`src/rtl/alarm_pkg.sv`:
```
// Shared types and defaults for the alarm ring controller slice.
package alarm_pkg;

  // Controller modes; encoding is visible on debug taps so keep it fixed.
  typedef enum logic [1:0] {
    IDLE   = 2'd0,
    RING   = 2'd1,
    SNOOZE = 2'd2
  } state_t;

  localparam int RING_SEC_DEF   = 60;
  localparam int SNOOZE_SEC_DEF = 300;
  localparam int SNOOZE_MAX_DEF = 3;
  localparam int TONE_DIV_DEF   = 25_000;

  // hh:mm as four BCD digits, used to compare live time against alarm time.
  typedef struct packed {
    logic [3:0] hour_h;
    logic [3:0] hour_l;
    logic [3:0] min_h;
    logic [3:0] min_l;
  } hhmm_t;

  function automatic int max_int(input int a, input int b);
    return (a > b) ? a : b;
  endfunction

endpackage

```
`src/rtl/alarm_ring_ctrl_if.sv`:
```
// Signal bundle between the clock/alarm counter side and the ring controller.
interface alarm_ring_ctrl_if #(
  parameter int SNOOZE_MAX = 3
);
  localparam int SNOOZE_W = $clog2(SNOOZE_MAX + 1);

  logic                tick_1s;
  logic                alarm_en;
  logic [1:0]          adjust;
  logic                key_stop;
  logic                key_snooze;
  logic [3:0]          hour_h;
  logic [3:0]          hour_l;
  logic [3:0]          min_h;
  logic [3:0]          min_l;
  logic [3:0]          sec_h;
  logic [3:0]          sec_l;
  logic [3:0]          alarm_hour_h;
  logic [3:0]          alarm_hour_l;
  logic [3:0]          alarm_min_h;
  logic [3:0]          alarm_min_l;
  logic                buzzer;
  logic                ringing;
  logic                snoozing;
  logic [SNOOZE_W-1:0] snooze_cnt;
  logic                missed;

  modport master (
    output tick_1s, alarm_en, adjust, key_stop, key_snooze,
    output hour_h, hour_l, min_h, min_l, sec_h, sec_l,
    output alarm_hour_h, alarm_hour_l, alarm_min_h, alarm_min_l,
    input  buzzer, ringing, snoozing, snooze_cnt, missed
  );

  modport slave (
    input  tick_1s, alarm_en, adjust, key_stop, key_snooze,
    input  hour_h, hour_l, min_h, min_l, sec_h, sec_l,
    input  alarm_hour_h, alarm_hour_l, alarm_min_h, alarm_min_l,
    output buzzer, ringing, snoozing, snooze_cnt, missed
  );

endinterface

```
`src/rtl/alarm_ring_ctrl_tone_gen.sv`:
```
// Square-wave buzzer generator, active only while the controller rings.
// Build option ALARM_BEEP_PATTERN_EN adds a 1 s on / 1 s off beep gate.
import alarm_pkg::*;

module tone_gen #(
  parameter int TONE_DIV = TONE_DIV_DEF
) (
  input  logic clk,
  input  logic rst,
  input  logic ring,
  input  logic tick_1s,
  output logic buzzer
);

  localparam int CNT_W = (TONE_DIV > 1) ? $clog2(TONE_DIV) : 1;
  localparam logic [CNT_W-1:0] CNT_LAST = CNT_W'(TONE_DIV - 1);

  logic [CNT_W-1:0] tone_cnt;
  logic             tone;

  // Half-period divider; held at zero outside RING so every ring starts silent-low.
  always_ff @(posedge clk) begin
    if (rst || !ring) begin
      tone_cnt <= '0;
      tone     <= 1'b0;
    end else if (tone_cnt == CNT_LAST) begin
      tone_cnt <= '0;
      tone     <= ~tone;
    end else begin
      tone_cnt <= tone_cnt + 1'b1;
    end
  end

`ifdef ALARM_BEEP_PATTERN_EN
  logic beep_phase;

  // Beep gate sits at 1 while not ringing so RING always opens with an audible second.
  always_ff @(posedge clk) begin
    if (rst) begin
      beep_phase <= 1'b0;
    end else if (!ring) begin
      beep_phase <= 1'b1;
    end else if (tick_1s) begin
      beep_phase <= ~beep_phase;
    end
  end

  assign buzzer = tone && ring && beep_phase;
`else
  logic unused_tick;
  assign unused_tick = tick_1s;
  assign buzzer      = tone && ring;
`endif

endmodule

```
`src/rtl/alarm_ring_ctrl.sv`:
```
// Alarm ring controller: detects the alarm minute, runs ring timeout and
// snooze re-arm, and drives the buzzer through tone_gen.
// Build option ALARM_BEEP_PATTERN_EN selects a pulsed beep instead of a steady tone.
import alarm_pkg::*;

module alarm_ring_ctrl #(
  parameter int RING_SEC   = RING_SEC_DEF,
  parameter int SNOOZE_SEC = SNOOZE_SEC_DEF,
  parameter int SNOOZE_MAX = SNOOZE_MAX_DEF,
  parameter int TONE_DIV   = TONE_DIV_DEF
) (
  input logic             clk,
  input logic             rst,
  alarm_ring_ctrl_if.slave bus
);

  localparam int SEC_W = $clog2(max_int(RING_SEC, SNOOZE_SEC));
  localparam int SNZ_W = $clog2(SNOOZE_MAX + 1);
  localparam logic [SEC_W-1:0] RING_LAST   = SEC_W'(RING_SEC - 1);
  localparam logic [SEC_W-1:0] SNOOZE_LAST = SEC_W'(SNOOZE_SEC - 1);
  localparam logic [SNZ_W-1:0] SNZ_LIMIT   = SNZ_W'(SNOOZE_MAX);

  state_t           state_q, state_d;
  logic [SEC_W-1:0] sec_q, sec_d;
  logic [SNZ_W-1:0] snz_q, snz_d;
  logic             missed_q, missed_d;
  logic             match, match_d, match_dd, trig;
  hhmm_t            live_hm, alarm_hm;
  logic             buzzer_w;

  assign live_hm  = {bus.hour_h, bus.hour_l, bus.min_h, bus.min_l};
  assign alarm_hm = {bus.alarm_hour_h, bus.alarm_hour_l, bus.alarm_min_h, bus.alarm_min_l};

  assign match = bus.alarm_en && (bus.adjust == 2'd0) && (live_hm == alarm_hm) &&
                 (bus.sec_h == 4'd0) && (bus.sec_l == 4'd0);

  // The edge is taken on the registered match so the state register sees a
  // clean, glitch-free trigger two clocks after the seconds roll to 00.
  assign trig = match_d && !match_dd;

  // Match pipeline feeding the rising-edge detector.
  always_ff @(posedge clk) begin
    if (rst) begin
      match_d  <= 1'b0;
      match_dd <= 1'b0;
    end else begin
      match_d  <= match;
      match_dd <= match_d;
    end
  end

  // Controller state, second counter, snooze count and missed flag.
  always_ff @(posedge clk) begin
    if (rst) begin
      state_q  <= IDLE;
      sec_q    <= '0;
      snz_q    <= '0;
      missed_q <= 1'b0;
    end else begin
      state_q  <= state_d;
      sec_q    <= sec_d;
      snz_q    <= snz_d;
      missed_q <= missed_d;
    end
  end

  // Next-state logic: disarm beats stop, stop beats timeout, timeout beats snooze.
  always_comb begin
    state_d  = state_q;
    sec_d    = sec_q;
    snz_d    = snz_q;
    missed_d = missed_q;
    if (!bus.alarm_en) begin
      state_d = IDLE;
      sec_d   = '0;
      snz_d   = '0;
    end else begin
      case (state_q)
        IDLE: begin
          if (trig) begin
            state_d  = RING;
            sec_d    = '0;
            snz_d    = '0;
            missed_d = 1'b0;
          end else if (bus.key_stop) begin
            missed_d = 1'b0;
          end
        end
        RING: begin
          if (bus.key_stop) begin
            state_d = IDLE;
          end else if (bus.tick_1s && (sec_q == RING_LAST)) begin
            state_d  = IDLE;
            missed_d = 1'b1;
          end else if (bus.key_snooze && (snz_q < SNZ_LIMIT)) begin
            state_d = SNOOZE;
            snz_d   = snz_q + 1'b1;
            sec_d   = '0;
          end else if (bus.tick_1s) begin
            sec_d = sec_q + 1'b1;
          end
        end
        SNOOZE: begin
          if (bus.key_stop) begin
            state_d = IDLE;
          end else if (bus.tick_1s && (sec_q == SNOOZE_LAST)) begin
            state_d = RING;
            sec_d   = '0;
          end else if (bus.tick_1s) begin
            sec_d = sec_q + 1'b1;
          end
        end
        default: begin
          state_d = IDLE;
        end
      endcase
    end
  end

  tone_gen #(
    .TONE_DIV(TONE_DIV)
  ) u_tone (
    .clk    (clk),
    .rst    (rst),
    .ring   (state_q == RING),
    .tick_1s(bus.tick_1s),
    .buzzer (buzzer_w)
  );

  assign bus.buzzer     = buzzer_w;
  assign bus.ringing    = (state_q == RING);
  assign bus.snoozing   = (state_q == SNOOZE);
  assign bus.snooze_cnt = snz_q;
  assign bus.missed     = missed_q;

endmodule
```
`src/flat_wrapper.sv`:
```
// flat-port wrapper written by rule: the top's interface ports become plain ports
module alarm_ring_ctrl_flat 
#(
  parameter int RING_SEC   = RING_SEC_DEF,
  parameter int SNOOZE_SEC = SNOOZE_SEC_DEF,
  parameter int SNOOZE_MAX = SNOOZE_MAX_DEF,
  parameter int TONE_DIV   = TONE_DIV_DEF
)
  (clk, rst, bus_tick_1s, bus_alarm_en, bus_adjust, bus_key_stop, bus_key_snooze, bus_hour_h, bus_hour_l, bus_min_h, bus_min_l, bus_sec_h, bus_sec_l, bus_alarm_hour_h, bus_alarm_hour_l, bus_alarm_min_h, bus_alarm_min_l, bus_buzzer, bus_ringing, bus_snoozing, bus_snooze_cnt, bus_missed);
  alarm_ring_ctrl_if #(.SNOOZE_MAX(SNOOZE_MAX)) bus_i ();
  input logic clk;
  input logic rst;
  input wire logic [$bits(bus_i.tick_1s)-1:0] bus_tick_1s;
  input wire logic [$bits(bus_i.alarm_en)-1:0] bus_alarm_en;
  input wire logic [$bits(bus_i.adjust)-1:0] bus_adjust;
  input wire logic [$bits(bus_i.key_stop)-1:0] bus_key_stop;
  input wire logic [$bits(bus_i.key_snooze)-1:0] bus_key_snooze;
  input wire logic [$bits(bus_i.hour_h)-1:0] bus_hour_h;
  input wire logic [$bits(bus_i.hour_l)-1:0] bus_hour_l;
  input wire logic [$bits(bus_i.min_h)-1:0] bus_min_h;
  input wire logic [$bits(bus_i.min_l)-1:0] bus_min_l;
  input wire logic [$bits(bus_i.sec_h)-1:0] bus_sec_h;
  input wire logic [$bits(bus_i.sec_l)-1:0] bus_sec_l;
  input wire logic [$bits(bus_i.alarm_hour_h)-1:0] bus_alarm_hour_h;
  input wire logic [$bits(bus_i.alarm_hour_l)-1:0] bus_alarm_hour_l;
  input wire logic [$bits(bus_i.alarm_min_h)-1:0] bus_alarm_min_h;
  input wire logic [$bits(bus_i.alarm_min_l)-1:0] bus_alarm_min_l;
  output wire logic [$bits(bus_i.buzzer)-1:0] bus_buzzer;
  output wire logic [$bits(bus_i.ringing)-1:0] bus_ringing;
  output wire logic [$bits(bus_i.snoozing)-1:0] bus_snoozing;
  output wire logic [$bits(bus_i.snooze_cnt)-1:0] bus_snooze_cnt;
  output wire logic [$bits(bus_i.missed)-1:0] bus_missed;
  assign bus_i.tick_1s = bus_tick_1s;
  assign bus_i.alarm_en = bus_alarm_en;
  assign bus_i.adjust = bus_adjust;
  assign bus_i.key_stop = bus_key_stop;
  assign bus_i.key_snooze = bus_key_snooze;
  assign bus_i.hour_h = bus_hour_h;
  assign bus_i.hour_l = bus_hour_l;
  assign bus_i.min_h = bus_min_h;
  assign bus_i.min_l = bus_min_l;
  assign bus_i.sec_h = bus_sec_h;
  assign bus_i.sec_l = bus_sec_l;
  assign bus_i.alarm_hour_h = bus_alarm_hour_h;
  assign bus_i.alarm_hour_l = bus_alarm_hour_l;
  assign bus_i.alarm_min_h = bus_alarm_min_h;
  assign bus_i.alarm_min_l = bus_alarm_min_l;
  assign bus_buzzer = bus_i.buzzer;
  assign bus_ringing = bus_i.ringing;
  assign bus_snoozing = bus_i.snoozing;
  assign bus_snooze_cnt = bus_i.snooze_cnt;
  assign bus_missed = bus_i.missed;
  alarm_ring_ctrl #(.RING_SEC(RING_SEC), .SNOOZE_SEC(SNOOZE_SEC), .SNOOZE_MAX(SNOOZE_MAX), .TONE_DIV(TONE_DIV)) u_core (.clk(clk), .rst(rst), .bus(bus_i));
endmodule
```
`config.mk`:
```
export PLATFORM = sky130hd
export DESIGN_NAME = alarm_ring_ctrl_flat
export DESIGN_NICKNAME = d
export VERILOG_FILES = /design/src/rtl/alarm_pkg.sv /design/src/rtl/alarm_ring_ctrl_if.sv /design/src/rtl/alarm_ring_ctrl_tone_gen.sv /design/src/rtl/alarm_ring_ctrl.sv /design/src/flat_wrapper.sv
export SDC_FILE = /design/constraint.sdc
export NUM_CORES = 1
export LEC_CHECK = 0
export BUFFER_PORTS_ARGS = -buffer_cell sky130_fd_sc_hd__buf_2
export CORE_ASPECT_RATIO = 2
export CORE_MARGIN = 2
export CORE_UTILIZATION = 29
export DETAILED_ROUTE_END_ITERATION = 6
export PLACE_DENSITY = 0.55
export SLEW_MARGIN = 10
export SYNTH_ARGS = -nofsm -noshare
export SYNTH_HDL_FRONTEND = slang
export SYNTH_HIERARCHICAL = 1
export SYNTH_SLANG_ARGS = --single-unit
```
`constraint.sdc`:
```
create_clock -name clk -period 2.21 [get_ports clk]
set_clock_uncertainty 0.05 [all_clocks]
set_input_delay 0.1105 -clock clk [delete_from_list [all_inputs] [get_ports clk]]
set_output_delay 0.1105 -clock clk [all_outputs]
set_load 0.005 [all_outputs]
```
### Word level (Yosys, flattened, before mapping)

Cells that the tools add are included.

* flip-flop bits (word level): 32
* input bits: 48
* output and inout port bits: 6
* logic and storage cells: 78

* $add $sub $neg: 3
* magnitude comparators: 1
* equal/unequal tests: 15
* multiplexer cells: 25
* bitwise operators: 2
* reductions and logical operators: 24

Operator list (count)
* two-way mux 9 bit: 7
* case mux 9 bit (3 select lines): 1
* two-way mux 2 bit: 10
* == test 16 bit: 1
* adder 15 x 1 -> 15 bit, second input constant: 1
* == test 15 bit, second input constant: 1
* AND reduction 5 bit: 3
* adder 9 x 1 -> 9 bit, second input constant: 1
* == test 9 x 6 -> 1 bit, second input constant: 1
* == test 9 bit, second input constant: 1
* logical AND 1 bit: 9
* zero test 4 bit: 2
* != test 2 x 1 -> 1 bit, second input constant: 3
* != test 2 bit, second input constant: 3
* != test 3 x 2 -> 1 bit, second input constant: 2
* case mux 2 bit (3 select lines): 1
* zero test 2 bit: 2
* two-way mux 1 bit: 4
* != test 4 x 2 -> 1 bit, second input constant: 1
* case mux 2 bit (2 select lines): 1
* OR reduction 2 bit: 2
* AND reduction 3 bit: 1
* nonzero test 3 bit: 1
* adder 2 x 1 -> 2 bit, second input constant: 1
* 8 further kinds: 10

### Longest topological paths before layout

* word-level depth: 6
* gate-level depth with buffers: 7
* mapped depth without buffers: 7

### Cells and area by module

The synthesis kept the hierarchy.

By module, submodules not included
* alarm_ring_ctrl: times used 1, cells each 140, area each 1218.7 um2
* tone_gen: times used 1, cells each 79, area each 725.7 um2

### Worst setup path before layout

No wires, ideal clock.

* kind: flip-flop to flip-flop
* start: register u_core.state_q[1]
* end: register u_core.sec_q[8]
* arrival time: 1.803 ns
* data required time: 2.090 ns
* setup slack: 0.287 ns
* cell stages (with the launch flop): 8
* buffers on the path: 0
* clock period less this slack: 1.923 ns
* path through: dfxtp_1 inv_1 ha_1 o21a_1 a211oi_2 nand2_1 or4_1 a21oi_1

* cells in the longest elaborated chain, start to end: 3

RTL lines
* start: declaration: line alarm_ring_ctrl.sv:23 `state_t state_q, state_d;`
* start signal: assignment: line alarm_ring_ctrl.sv:60 `state_q <= state_d;`
* == test 2 x 1 -> 1 bit (*)
* via bus_ringing: line flat_wrapper.sv:29 `output wire logic [$bits(bus_i.ringing)-1:0] bus_ringing;`
* != test 2 bit (no source line) or nonzero test 3 bit (tied branches)
* AND reduction 5 bit (no source line)
* end signal: assignment: line alarm_ring_ctrl.sv:56 `sec_q <= '0;`
* end signal: assignment: line alarm_ring_ctrl.sv:61 `sec_q <= sec_d;`
* end: declaration: line alarm_ring_ctrl.sv:24 `logic [SEC_W-1:0] sec_q, sec_d;`

The timed path passes the listed nets; every way through them passes the cells marked *.
A chain may end at the register's enable or synchronous reset.

### Final worst setup path

* start: register u_core.state_q[0]
* end: register u_core.sec_q[8]

* cells in the longest elaborated chain, start to end: 3

RTL lines
* == test 2 bit (tied with other cells): line alarm_ring_ctrl.sv:78 `case (state_q)`
* != test 2 bit (no source line) (tied with other cells)
* AND reduction 5 bit (no source line)

Several ways; a longest one is shown, not always the timed one.

==> reports/qor.csv <==
stage;metric;value;unit
grt;initial antenna violation count;0;
routing;drt total wl;4.87;mm
grt;Congestion Overflow GR;0;
timing;Max Clk Rate;508;MHz
grt;global-route wire length before repair;8.19;mm
pwr;total power;1.29;mW
critical_path;worst r2r dst;u_core/sec_q[8];
clock_tree;CTS buffer count;5;
routing;DRT Pass-1 Iters;4;
grt;pin count of the biggest net entering global routing;15;
finish;Filler Cell Count;696;
place;placed cell count;360;
clock_tree;postcts setup bufs;0;
routing;Vias;1832;
finish;register area;641;sq um
pwr;power density cells;528;nW/um^2
critical_path;FF-to-FF setup slack;0.24;ns
logic_synthesis;dominant register cell in the synthesized netlist;dfxtp_1;
die;die height;120;microns
pwr;P_leak;0.933;nW
die;Ports;54;
clock_tree;CTS max path bufs;2;
critical_path;Critical Path RT;2.37;ns
die;Die Area;7420;sq um
timing;Hold Vio Cnt, Final;0;
critical_path;Worst Path Buf+Inv;1;
finish;Area Growth Syn to Fin;25.5;%
clock_tree;CTS H-tree depth;2;
die;starting density of the core;0.296;
critical_path;CP endpoint kind;register;
routing;# DRC;0;
critical_path;WP data arrival;2.12;ns
critical_path;crit path kind;register to register;
place;Port Buffers;53;
place;Placer Congestion;0.860;
finish;final core utilization;0.371;
min_path;Hold Crit Depth;2;
timing;RSZ-0062 raised after global routing;false;
logic_synthesis;Mapped Avg Cell Area;8.88;sq um
clock_tree;Post-CTS Resized;0;
place;pre-CTS setup slack;0.263;ns
clock_tree;clock latency on the worst-skew pair;0.27;ns
clock_tree;root buf cell;clkbuf_16;
logic_synthesis;Seq/Total Area, Yosys;0.329;
critical_path;end of the critical path;u_core/sec_q[8];
timing;Slew Viols, Final;0;
logic_synthesis;FFs w/ async S/R, synth;0;
finish;share of post-route cells with drive strength above 1;0.274;
logic_synthesis;number of flops mapped to enable cells by yosys;0;
die;core area;6570;sq um
logic_synthesis;Syn Nets;274;
timing;Final min period;1.97;ns
status;outcome;finished clean;
die;Rows;42;
clock_tree;Sink Count;32;
flow_run;Max Cap Viol;0;
critical_path;CP Max Fanout;5;
timing;Final Cycle Share;0.890;
clock_tree;CTS tree;yes;
logic_synthesis;Mapped Area;1940;sq um
die;Die W;61.9;microns
timing;Setup WS post-layout;0.242;ns
routing;post-DR vias/cell;5.02;
routing;1st-iter DRT viols;46;
critical_path;Reg2Reg Depth;7;
critical_path;Setup crit start;u_core/state_q[0];
place;Detail Placement HPWL;3.93;mm
timing;setup violators final;0;
critical_path;Worst setup SP type;register;
timing;setup TNS;0;ns
finish;area of the multi-input gates;1240;sq um
clock_tree;cts hold-fix bufs;0;
timing;Worst-Margin Slew;0.509;ns
grt;vias in the first global route;1871;
grt;GRT Util Overall;0.147;
critical_path;Reg2Reg Launch Point;u_core/state_q[0];
routing;antenna-violating nets left;0;
critical_path;slowest stage delay, CP;0.52;ns
min_path;Hold Path Class;input port to register;
critical_path;Crit path max-delay family;simple AND/OR/NAND/NOR gates;
routing;Routed WL per cell;13.3;microns
logic_synthesis;synth unique cells;49;
finish;diodes inserted;0;
clock_tree;Worst-path clk slew;0.05;ns
critical_path;CP Depth;7;
critical_path;CP Cell Sequence;inv_1, ha_1, o21a_1, a211oi_2, nand2_1, or4_1, a21oi_1;
finish;non-filler instance count after layout;365;
logic_synthesis;Yosys warning total;6;
critical_path;slowest CP cell;or4_1;
pwr;VDD IR max;437;uV
finish;fin nets;334;
timing;slew margin rel.;0.660;
logic_synthesis;Seq cells post-synth;32;
logic_synthesis;Gate Count Post-Synth;219;
[layout by cell type (no fill, tap or decap), types with 4 or more instances in the layout]
cell type   n
a32o_1      5
and2_1      6
buf_2      53
buf_4       5
clkbuf_16   5
dfxtp_1    32
ha_1        7
inv_1       6
nand2_1    10
nand2b_1    4
nand3_1    12
nand4_1    11
nor2_1     23
nor2b_1     5
nor3_1      6
nor4_1      6
o21ai_0     6
xnor2_1    20
xor2_1     10
[per-layer routing]
metal / part of all wire / up-vias / global-route usage
met5: 0 / - / 0
met4: 0.038 / 0 / 0.0798
met3: 0.041 / 15 / 0.0345
met2: 0.56 / 55 / 0.260
met1: 0.36 / 847 / 0.148
li1: - / 915 / -
[report_power, final]
| part | total [mW] | internal [mW] | switching (mW) |
|---|---|---|---|
| clock network | 0.618 | 0.396 | 0.221 |
| registers | 0.578 | 0.578 | 0.000000000352 |
| logic | 0.0916 | 0.0530 | 0.0386 |
| total | 1.29 | 1.03 | 0.260 |
[registers in the layout, summed over array words and instances, names as in the netlist]
register	cells
u_core/match_dd	1
u_core/sec_q	9
u_core/match_d	1
u_core/u_tone/tone	1
u_core/state_q	2
u_core/bus.snooze_cnt	2
u_core/bus.missed	1
u_core/u_tone/tone_cnt	15
[logic make-up (layout without fill, tap and decap cells)]
| kind of cell | Yosys count | count (layout) | synth area share |
|---|---|---|---|
| AOI/OAI and AO/OA | 32 | 32 | 0.133 |
| buffers and inverters | 11 | 69 | 0.0335 |
| DFF | 32 | 32 | 0.329 |
| adders and majority gates | 7 | 7 | 0.0450 |
| and+or+nand+nor | 107 | 107 | 0.324 |
| xor gates and xnor gates | 30 | 30 | 0.135 |
[worst register-to-register path, cell delays in order, from the launching register on]
cell and delay, ns:
dfxtp_1 0.36, inv_1 0.09, ha_1 0.23, o21a_1 0.18, a211oi_2 0.20, nand2_1 0.14
or4_1 0.52, a21oi_1 0.12
[worst min path at each step]
stage | startpoint | to
floorplan | rst | u_core/match_dd
global placement | rst | u_core/match_dd
detailed placement | rst | u_core/match_dd
CTS | rst | u_core/bus.missed
global route | rst | u_core/bus.missed
finish | rst | u_core/bus.missed
[cell type report]
cell class | count | share of cell area
multi-input combinational | 176 | 0.508
sequential | 32 | 0.263
timing repair buffer | 58 | 0.124
clock buffer | 5 | 0.0513
tap | 88 | 0.0451
inverter | 6 | 0.00923
[metrics by stage]
| step | hold WS (ns) | cell area, sq um |
|---|---|---|
| finish | 0.0116 | 2440 |
| detailed placement | 0.300 | 2310 |
| global route | 0.0182 | 2440 |
| CTS | 0.00848 | 2440 |
| floorplan | 0.132 | 1940 |
| global placement | 0.297 | 2310 |
[synthesized netlist by cell type, drive strengths merged (6+ instances only)]
library cell / n / share of area
and2: 7 / 0.023
dfxtp: 32 / 0.33
ha: 7 / 0.045
inv: 6 / 0.012
nand2: 10 / 0.019
nand3: 12 / 0.031
nand4: 11 / 0.035
nor2: 23 / 0.044
nor3: 6 / 0.015
nor4: 6 / 0.019
o21ai: 7 / 0.024
xnor2: 20 / 0.090
xor2: 10 / 0.045
Note: power is estimated with default switching activity, not from simulation.
